**config.mk**
```make
export PLATFORM = sky130hd
export DESIGN_NAME = ocu_pool_linebuf
export DESIGN_NICKNAME = d
export VERILOG_FILES = /design/src/rtl/ocu_pool_linebuf.sv
export SDC_FILE = /design/constraint.sdc
export NUM_CORES = 1
export LEC_CHECK = 0
export CORE_MARGIN = 3
export CORE_UTILIZATION = 35
export DETAILED_ROUTE_END_ITERATION = 10
export GPL_TIMING_DRIVEN = 0
export PLACE_DENSITY = 0.52
export SLEW_MARGIN = 20
export SYNTH_ARGS = -nofsm -noshare
export SYNTH_HDL_FRONTEND = slang
export SYNTH_SLANG_ARGS = --single-unit
```
**constraint.sdc**
```tcl
create_clock -name clk_i -period 4.2 [get_ports clk_i]
set_input_delay 0.84 -clock clk_i [delete_from_list [all_inputs] [get_ports clk_i]]
set_output_delay 0.84 -clock clk_i [all_outputs]
set_load 0.02 [all_outputs]
```
**src/rtl/ocu_pool_linebuf.sv**
```systemverilog
// 2x2 stride-2 signed max pooling over a row-major ternary pixel stream, using a
// one-row line buffer. Optional fill-count port usage_o is enabled by CUTIE_POOL_USAGE_EN.
//
// state    | meaning
// ---------+----------------------------------------------------------------
// IDLE     | waiting for start_i; line buffer flushed
// EVEN_ROW | first row of a pooling pair; horizontal maxima pushed to FIFO
// ODD_ROW  | second row; FIFO head combined with horizontal max into output
// DRAIN    | frame consumed; done_o pulses once the output register empties
module ocu_pool_linebuf #(
    parameter int POOLING_FIFODEPTH = 24,
    parameter int USAGEWIDTH        = 5,
    parameter int DATAWIDTH         = 2
) (
    input  logic                 clk_i,
    input  logic                 rst_i,
    input  logic                 start_i,
    input  logic [5:0]           imagewidth_i,
    input  logic [5:0]           imageheight_i,
    input  logic                 in_valid_i,
    output logic                 in_ready_o,
    input  logic [DATAWIDTH-1:0] in_data_i,
    output logic                 out_valid_o,
    input  logic                 out_ready_i,
    output logic [DATAWIDTH-1:0] out_data_o,
    output logic                 done_o
`ifdef CUTIE_POOL_USAGE_EN
    ,
    output logic [USAGEWIDTH-1:0] usage_o
`endif
);

    typedef enum logic [1:0] {IDLE, EVEN_ROW, ODD_ROW, DRAIN} state_t;

    localparam logic [USAGEWIDTH-1:0] LAST_IDX = USAGEWIDTH'(POOLING_FIFODEPTH - 1);

    state_t                 state_q, state_d;
    logic [5:0]             col_q, row_q, width_q;
    logic [DATAWIDTH-1:0]   held_q;
    logic [USAGEWIDTH-1:0]  wr_ptr_q, rd_ptr_q;
    logic [DATAWIDTH-1:0]   fifo_mem [POOLING_FIFODEPTH];
    logic                   out_valid_q;
    logic [DATAWIDTH-1:0]   out_data_q;

    logic                   fire, col_last, odd_col, last_row, bad_cfg;
    logic                   push, pop, flush;
    logic [DATAWIDTH-1:0]   hmax, head, vmax;

    function automatic logic [DATAWIDTH-1:0] smax(input logic [DATAWIDTH-1:0] a,
                                                  input logic [DATAWIDTH-1:0] b);
        return ($signed(a) > $signed(b)) ? a : b;
    endfunction

    assign fire     = in_valid_i & in_ready_o;
    assign col_last = (col_q == width_q - 6'd1);
    assign odd_col  = col_q[0];
    assign last_row = (row_q == 6'd0);
    assign bad_cfg  = ({1'b0, imagewidth_i} > 7'(2 * POOLING_FIFODEPTH)) ||
                      (imagewidth_i < 6'd2) || (imageheight_i < 6'd2);

    assign hmax = smax(held_q, in_data_i);
    assign head = fifo_mem[rd_ptr_q];
    assign vmax = smax(head, hmax);

    // The last row of an odd-height frame is consumed without filling the buffer.
    assign push  = fire && (state_q == EVEN_ROW) && odd_col && !last_row;
    assign pop   = fire && (state_q == ODD_ROW) && odd_col;
    assign flush = (state_q != IDLE) && (state_d == IDLE);

    always_ff @(posedge clk_i or posedge rst_i) begin
        if (rst_i) state_q <= IDLE;
        else       state_q <= state_d;
    end

    always_comb begin
        state_d = state_q;
        case (state_q)
            IDLE:     if (start_i) state_d = bad_cfg ? DRAIN : EVEN_ROW;
            EVEN_ROW: if (fire && col_last) state_d = last_row ? DRAIN : ODD_ROW;
            ODD_ROW:  if (fire && col_last) state_d = last_row ? DRAIN : EVEN_ROW;
            DRAIN:    if (!out_valid_q) state_d = IDLE;
            default:  state_d = IDLE;
        endcase
    end

    always_comb begin
        in_ready_o = 1'b0;
        done_o     = 1'b0;
        case (state_q)
            EVEN_ROW: in_ready_o = 1'b1;
            // Only the pixel that produces a result waits for the output register.
            ODD_ROW:  in_ready_o = !odd_col || !out_valid_q || out_ready_i;
            DRAIN:    done_o     = !out_valid_q;
            default:  ;
        endcase
    end

    always_ff @(posedge clk_i or posedge rst_i) begin
        if (rst_i) begin
            col_q   <= '0;
            row_q   <= '0;
            width_q <= '0;
            held_q  <= '0;
        end else if (state_q == IDLE && start_i) begin
            col_q   <= '0;
            row_q   <= imageheight_i - 6'd1;
            width_q <= imagewidth_i;
        end else if (fire) begin
            col_q <= col_last ? 6'd0 : col_q + 6'd1;
            if (col_last && !last_row) row_q <= row_q - 6'd1;
            if (!odd_col) held_q <= in_data_i;
        end
    end

    always_ff @(posedge clk_i) begin
        if (push) fifo_mem[wr_ptr_q] <= hmax;
    end

    always_ff @(posedge clk_i or posedge rst_i) begin
        if (rst_i) begin
            wr_ptr_q <= '0;
            rd_ptr_q <= '0;
        end else if (flush) begin
            wr_ptr_q <= '0;
            rd_ptr_q <= '0;
        end else begin
            if (push) wr_ptr_q <= (wr_ptr_q == LAST_IDX) ? '0 : wr_ptr_q + 1'b1;
            if (pop)  rd_ptr_q <= (rd_ptr_q == LAST_IDX) ? '0 : rd_ptr_q + 1'b1;
        end
    end

    always_ff @(posedge clk_i or posedge rst_i) begin
        if (rst_i) begin
            out_valid_q <= 1'b0;
            out_data_q  <= '0;
        end else if (pop) begin
            out_valid_q <= 1'b1;
            out_data_q  <= vmax;
        end else if (out_valid_q && out_ready_i) begin
            out_valid_q <= 1'b0;
        end
    end

    assign out_valid_o = out_valid_q;
    assign out_data_o  = out_data_q;

`ifdef CUTIE_POOL_USAGE_EN
    always_ff @(posedge clk_i or posedge rst_i) begin
        if (rst_i)      usage_o <= '0;
        else if (flush) usage_o <= '0;
        else if (push)  usage_o <= usage_o + 1'b1;
        else if (pop)   usage_o <= usage_o - 1'b1;
    end
`endif

endmodule

```
# After elaboration in Yosys (flattened, before gate mapping)
# Memories as Yosys holds them, arrays and structs flattened.
# Cells that the tools add are included.
dict set report classes {
  addsub 6
  n_lt_le_gt_ge 5
  eq_ne 6
  mux 28
  bitwise_logic 3
  reduce_logical 28
}
# operator n
set op_table {}
lappend op_table {{$mux 6} 6}
lappend op_table {{$mux 5} 6}
lappend op_table {{$sub 6x1->6 const B} 3}
lappend op_table {{$mux 2} 8}
lappend op_table {{$lt 6x2->1 const B} 2}
lappend op_table {{$reduce_bool 2->1} 6}
lappend op_table {{$add 5x1->5 const B} 2}
lappend op_table {{$eq 5x5->1 const B} 2}
lappend op_table {{$logic_and 1x1->1} 10}
lappend op_table {{$pmux 2 s4} 1}
lappend op_table {{$add 6x1->6 const B} 1}
lappend op_table {{$eq 6x6->1} 1}
lappend op_table {{$gt 6x6->1 const B} 1}
lappend op_table {{$logic_not 6->1} 1}
lappend op_table {{$mux 1} 6}
lappend op_table {{$eq 2x2->1 const B} 2}
lappend op_table {{$gt 2x2->1} 2}
lappend op_table {{$logic_not 2->1} 2}
lappend op_table {{$logic_or 1x1->1} 4}
lappend op_table {{$logic_not 1->1} 3}
lappend op_table {{$reduce_and 3->1} 1}
lappend op_table {{$eq 2x1->1 const B} 1}
lappend op_table {{$not 1->1} 2}
lappend op_table {{$pmux 1 s2} 1}
lappend op_table {{2 further kinds} 2}
dict set report word_totals {
  ff_bits 35
  mem_bits_rw 48
  output_inout_bits 5
  wordCells 86
  mem_count 1
}
# memory depth width rd rd_clocked_by_memory_dff wr line_no
set mem_list {}
lappend mem_list {fifo_mem 24 2 1 0 1 41} ;# logic [DATAWIDTH-1:0] fifo_mem [POOLING_FIFODEPTH];

# Depth between registers and ports, before layout
# Gate-level depths: netlist of the first run.
dict set report depth {
  word_depth 11
  ltp_mapped 12
  depth_no_buf 11
}

# Worst setup path before layout of the first run
# OpenSTA, ideal clock, no wires.
dict set report synth_path {
  path_kind {input to register}
  start {input port in_data_i[0]}
  end {register out_data_q[0] (netlist: out_data_o[0])}
  setup_ns 0.119
  arrival_time_ns 3.059
  slack_ns 1.022
  cell_stages 10
  n_path_buf 0
  path_cell_list {ha_1 fa_1 a21oi_1 mux2_2 ha_1 fa_1 a21o_1 nand2_1 o211ai_1 o21a_1}
}
dict set report synth_between {
  elab_chain_cells 4
}
# element line_no
set synth_rtl {}
lappend synth_rtl {{start, declared} 22} ;# input logic [DATAWIDTH-1:0] in_data_i,
lappend synth_rtl {{$gt 2x2->1} 51} ;# return ($signed(a) > $signed(b)) ? a : b;
lappend synth_rtl {{$mux 2 *} 51}
lappend synth_rtl {{named net hmax[0]} 47} ;# logic [DATAWIDTH-1:0] hmax, head, vmax;
lappend synth_rtl {{$gt 2x2->1} 51}
lappend synth_rtl {{$mux 2 *} 51}
lappend synth_rtl {{end signal, assigned} 138} ;# out_data_q <= vmax;
lappend synth_rtl {{end, declared} 43} ;# logic [DATAWIDTH-1:0] out_data_q;
# Mark *: on every way through the listed nets, which the timed path passes. The rest lies on a longest branch.
# A chain may end at the register's enable or synchronous reset.

# Worst setup path in the final report of the first run
dict set report layout_path {
  start {input port in_data_i[0]}
  end {register out_data_q[1] (netlist: out_data_o[1])}
}
dict set report layout_between {
  elab_chain_cells 4
}
# element line_no
set layout_rtl {}
lappend layout_rtl {{$gt 2x2->1} 51}
lappend layout_rtl {{$mux 2 *} 51}
lappend layout_rtl {{named net hmax[0]} 47}
lappend layout_rtl {{$gt 2x2->1 *} 51}
lappend layout_rtl {{$mux 2 *} 51}
# Marked as above.

==> impl_metrics.toml, run 1 <==
[clocking]
max-clock-path-buffers = 2
clkSinkCount = 83
cts_made_buffers = 9
clock_latency_ns = 0.34
cts_setup_buffers = 0
cts-hold-fix-buffers = 0
cts-resized-gates = 0
path_clk_slew_ns = 0.07
cts_tree = "done"
cts_root_buffer = "clkbuf_16"
ctsHtreeMaxLevel = 3

[sta]
timing.fmax_mhz = 281
fin_skew_ns = 0.0119
rsz0062_at_grt = "no"
slew_headroom = 0.386
setup_violations = 0
fin_crit_sh = 0.848
timing.final.ws_setup_ns = 0.637
hold_violations = 0
tightest_slew_ns = 0.921
finalSetupTns_ns = 0
period_minus_slack_ns = 3.56
slew_viol_final = 0

[worst_hold_path]
worstHoldPathType = "register to register"

[synth]
ys_seq_area_frac = 0.516
synthArstFlopShare = 0.422
yosys_register_bits = 83
syn_area_per_cell_um2 = 11.3
synth_edf_count = 48
ys_warn_count = 0
synth_cells = 399
synthFlopType = "edfxtp_1"
ys_types = 53
synth.cell_area_um2 = 4490
synth_nets = 438

[cells_and_area]
fillCellCount = 1171
final_cells = 607
syn2layout_area_growth_pct = 17.0
antenna_cells = 0
final_nets = 473
drive_gt1_frac = 0.109

[route]
dr.pass1.iters = 4
num_vias = 3160
wl_per_cell_um = 16.2
ant_nets = 0
routed_via_density = 5.21
drt-initial-drc-count = 219
drc = 0
wirelength_um = 9840

[global_route]
antenna_found_initial = 0
grtUsageTotal = 0.148
grt_overflow = 0
grt_pass1_vias = 3123
grt_pass1_wl_um = 16400
grt_start_max_net_pins = 27

[floorplanning]
die_y_um = 119
num_rows = 40
start_util = 0.366
die_area_um2 = 14200
die_w_um = 119
io_pins = 24
core_area_um2 = 12300

[place]
port_buffers = 23
placed_cells = 591
place_congestion = 0.770
hpwl_um = 7030
preCtsSetupSlack_ns = 0.261

[critical_path]
critPathRequiredTime_ns = 4.40
worst_setup_path_end_kind = "register"
crit_fanout = 26
slowest_delay_ns = 0.55
critPathKind = "input port to register"
worstPathCellList = "clkdlybuf4s50_1 > ha_1 > fa_1 > a21oi_1 > mux2_2 > ha_1 > fa_1 > a21o_1 > mux2i_1 > a21oi_1"
critPathLaunchType = "input port"
arrival_ns = 3.76
crit_slowest_cell = "mux2_2"

[pwr]
ir_worst_vdd_mv = 0.273
p_leak_nw = 1.89
p_per_area_nw_per_um2 = 557
finalPower_mw = 2.93

[job]
drv_cap = 0

[run_status]
status = "complete, no violations"
[power breakdown]
| group | switching, mW | internal [mW] |
|---|---|---|
| combinational | 0.607 | 0.372 |
| sequential | 0.106 | 1.02 |
| clock | 0.350 | 0.470 |
[critical path: cells and delay by family]
| family | cells | cell delay, ns |
|---|---|---|
| multiplexers | 2 | 0.72 |
| adder cells (fa/ha/maj) | 4 | 1.31 |
| buffers and inverters | 1 | 0.46 |
| AO/OA/AOI/OAI | 3 | 0.43 |
[layer usage]
layer  track usage  part of all wire  vias to the layer above
met3        0.0404             0.033                       10
li1              -                 -                     1541
met5             0                 0                        -
met2         0.233              0.47                       39
met1         0.200              0.48                     1570
met4        0.0420             0.014                        0
[path summary, 6_finish.rpt]
check,from,to,slack [ns],cells past startpoint
setup / recovery,in_data_i[0],out_data_o[1],0.64,10
hold / removal,out_data_o[0],out_data_o[0],0.49,1
setup reg to reg,rd_ptr_q[0],out_data_o[1],0.94,8
hold reg to reg,out_data_o[0],out_data_o[0],0.49,1
max in group asynchronous,rst_i,held_q[0],3.03,3
min in group asynchronous,rst_i,rd_ptr_q[2],0.73,2
[registers in the layout (all words and copies together), names as in the netlist]
name,count
out_data_o,2
col_q,6
state_q,2
wr_ptr_q,5
row_q,6
out_valid_o,1
held_q,2
rd_ptr_q,5
fifo_mem,48
width_q,6
[synthesized netlist by cell type, drive strengths merged (2+ instances only)]
| master | n | share of area |
|---|---|---|
| mux2i | 8 | 0.018 |
| mux2 | 8 | 0.020 |
| xnor2 | 11 | 0.021 |
| nand2 | 41 | 0.034 |
| nor3b | 2 | 0.0033 |
| mux4 | 13 | 0.065 |
| a21oi | 10 | 0.011 |
| nand3b | 4 | 0.0067 |
| edfxtp | 48 | 0.32 |
| nor2 | 42 | 0.035 |
| inv | 17 | 0.014 |
| o311ai | 2 | 0.0039 |
| o21ai | 35 | 0.039 |
| buf | 3 | 0.0031 |
| nand3 | 11 | 0.012 |
| a21o | 3 | 0.0050 |
| nor3 | 8 | 0.010 |
| dfrtp | 35 | 0.19 |
| or4 | 4 | 0.0067 |
| ha | 18 | 0.050 |
| nor2b | 5 | 0.0070 |
| o211ai | 19 | 0.034 |
| clkbuf | 14 | 0.012 |
| and2 | 6 | 0.0084 |
| xor2 | 2 | 0.0039 |
| nor4 | 5 | 0.0084 |
| fa | 2 | 0.0089 |
| or3 | 3 | 0.0053 |
| o31a | 2 | 0.0039 |
[kinds of logic (layout without fill, tap and decap cells)]
kind of cell | after synthesis | in the layout | share of synthesized area
compound gates | 82 | 82 | 0.119
xor+xnor | 13 | 13 | 0.0253
fa+ha+maj | 20 | 20 | 0.0591
buf+inv | 34 | 74 | 0.0290
flops | 83 | 83 | 0.516
mux | 29 | 29 | 0.103
simple gates | 138 | 138 | 0.149
[metrics by stage]
step	cell area [um2]	util	hold WS, ns
final	5260	0.429	0.491
after CTS	5260	0.429	0.495
after detailed placement	4950	0.404	0.479
after global placement	4930	0.402	0.475
after global routing	5260	0.429	0.535
after floorplan	4490	-	0.467
[cell type report]
class	count	area [um2]	area share
Timing Repair Buffer	24	250	0.0476
Tap cell	168	210	0.0400
Inverter	17	63.8	0.0121
Clock buffer	9	225	0.0428
Buffer	17	66.3	0.0126
Clock inverter	7	80.1	0.0152
Sequential cell	83	2320	0.441
Multi-Input combinational cell	282	2040	0.389
[layout by cell type (no fill, tap or decap), types with 3 or more instances in the layout]
cell             count
edfxtp_1            48
nor2_1              42
nand2_1             41
dfrtp_1             35
o21ai_0             34
clkdlybuf4s50_1     23
ha_1                18
o211ai_1            17
inv_1               16
clkbuf_1            14
mux4_2              13
xnor2_1             11
nand3_1             11
a21oi_1             10
clkbuf_16            9
mux2i_1              8
mux2_2               8
nor3_1               7
and2_1               6
nor2b_1              5
nor4_1               4
nand3b_1             4
or4_1                4
a21o_1               3
inv_6                3
No activity file was read; power rests on OpenSTA's default activity.
==> inputs of run 2 (changes only) <==
==> constraint.sdc (replaced) <==
create_clock -name clk_i -period 3.65 [get_ports clk_i]
set_input_delay 0.73 -clock clk_i [delete_from_list [all_inputs] [get_ports clk_i]]
set_output_delay 0.73 -clock clk_i [all_outputs]
set_load 0.02 [all_outputs]
==> results of run 2 <==
Same layout as run 1 (identical final DEF). Status: complete, no violations.
Main changes from that run: setup slack after placement 0.261 ns -> -0.179 ns; setup slack after layout 0.637 ns -> 0.197 ns; register-to-register setup slack 0.94 ns -> 0.39 ns; total power 2.93 mW -> 3.37 mW; worst IR drop on VDD 0.273 mV -> 0.314 mV
==> inputs of run 3 (changes only) <==
--- a/config.mk
+++ b/config.mk
@@ -7,6 +7,7 @@
 export LEC_CHECK = 0
 export CORE_MARGIN = 3
 export CORE_UTILIZATION = 35
+export CTS_BUF_LIST = sky130_fd_sc_hd__clkbuf_4 sky130_fd_sc_hd__clkbuf_8 sky130_fd_sc_hd__clkbuf_16
 export DETAILED_ROUTE_END_ITERATION = 10
 export GPL_TIMING_DRIVEN = 0
 export PLACE_DENSITY = 0.52
==> results of run 3 <==
Same layout as run 1 (identical final DEF). Status: complete, no violations.
Main changes from that run: setup slack after placement 0.261 ns -> -0.179 ns; setup slack after layout 0.637 ns -> 0.197 ns; register-to-register setup slack 0.94 ns -> 0.39 ns; total power 2.93 mW -> 3.37 mW; worst IR drop on VDD 0.273 mV -> 0.314 mV
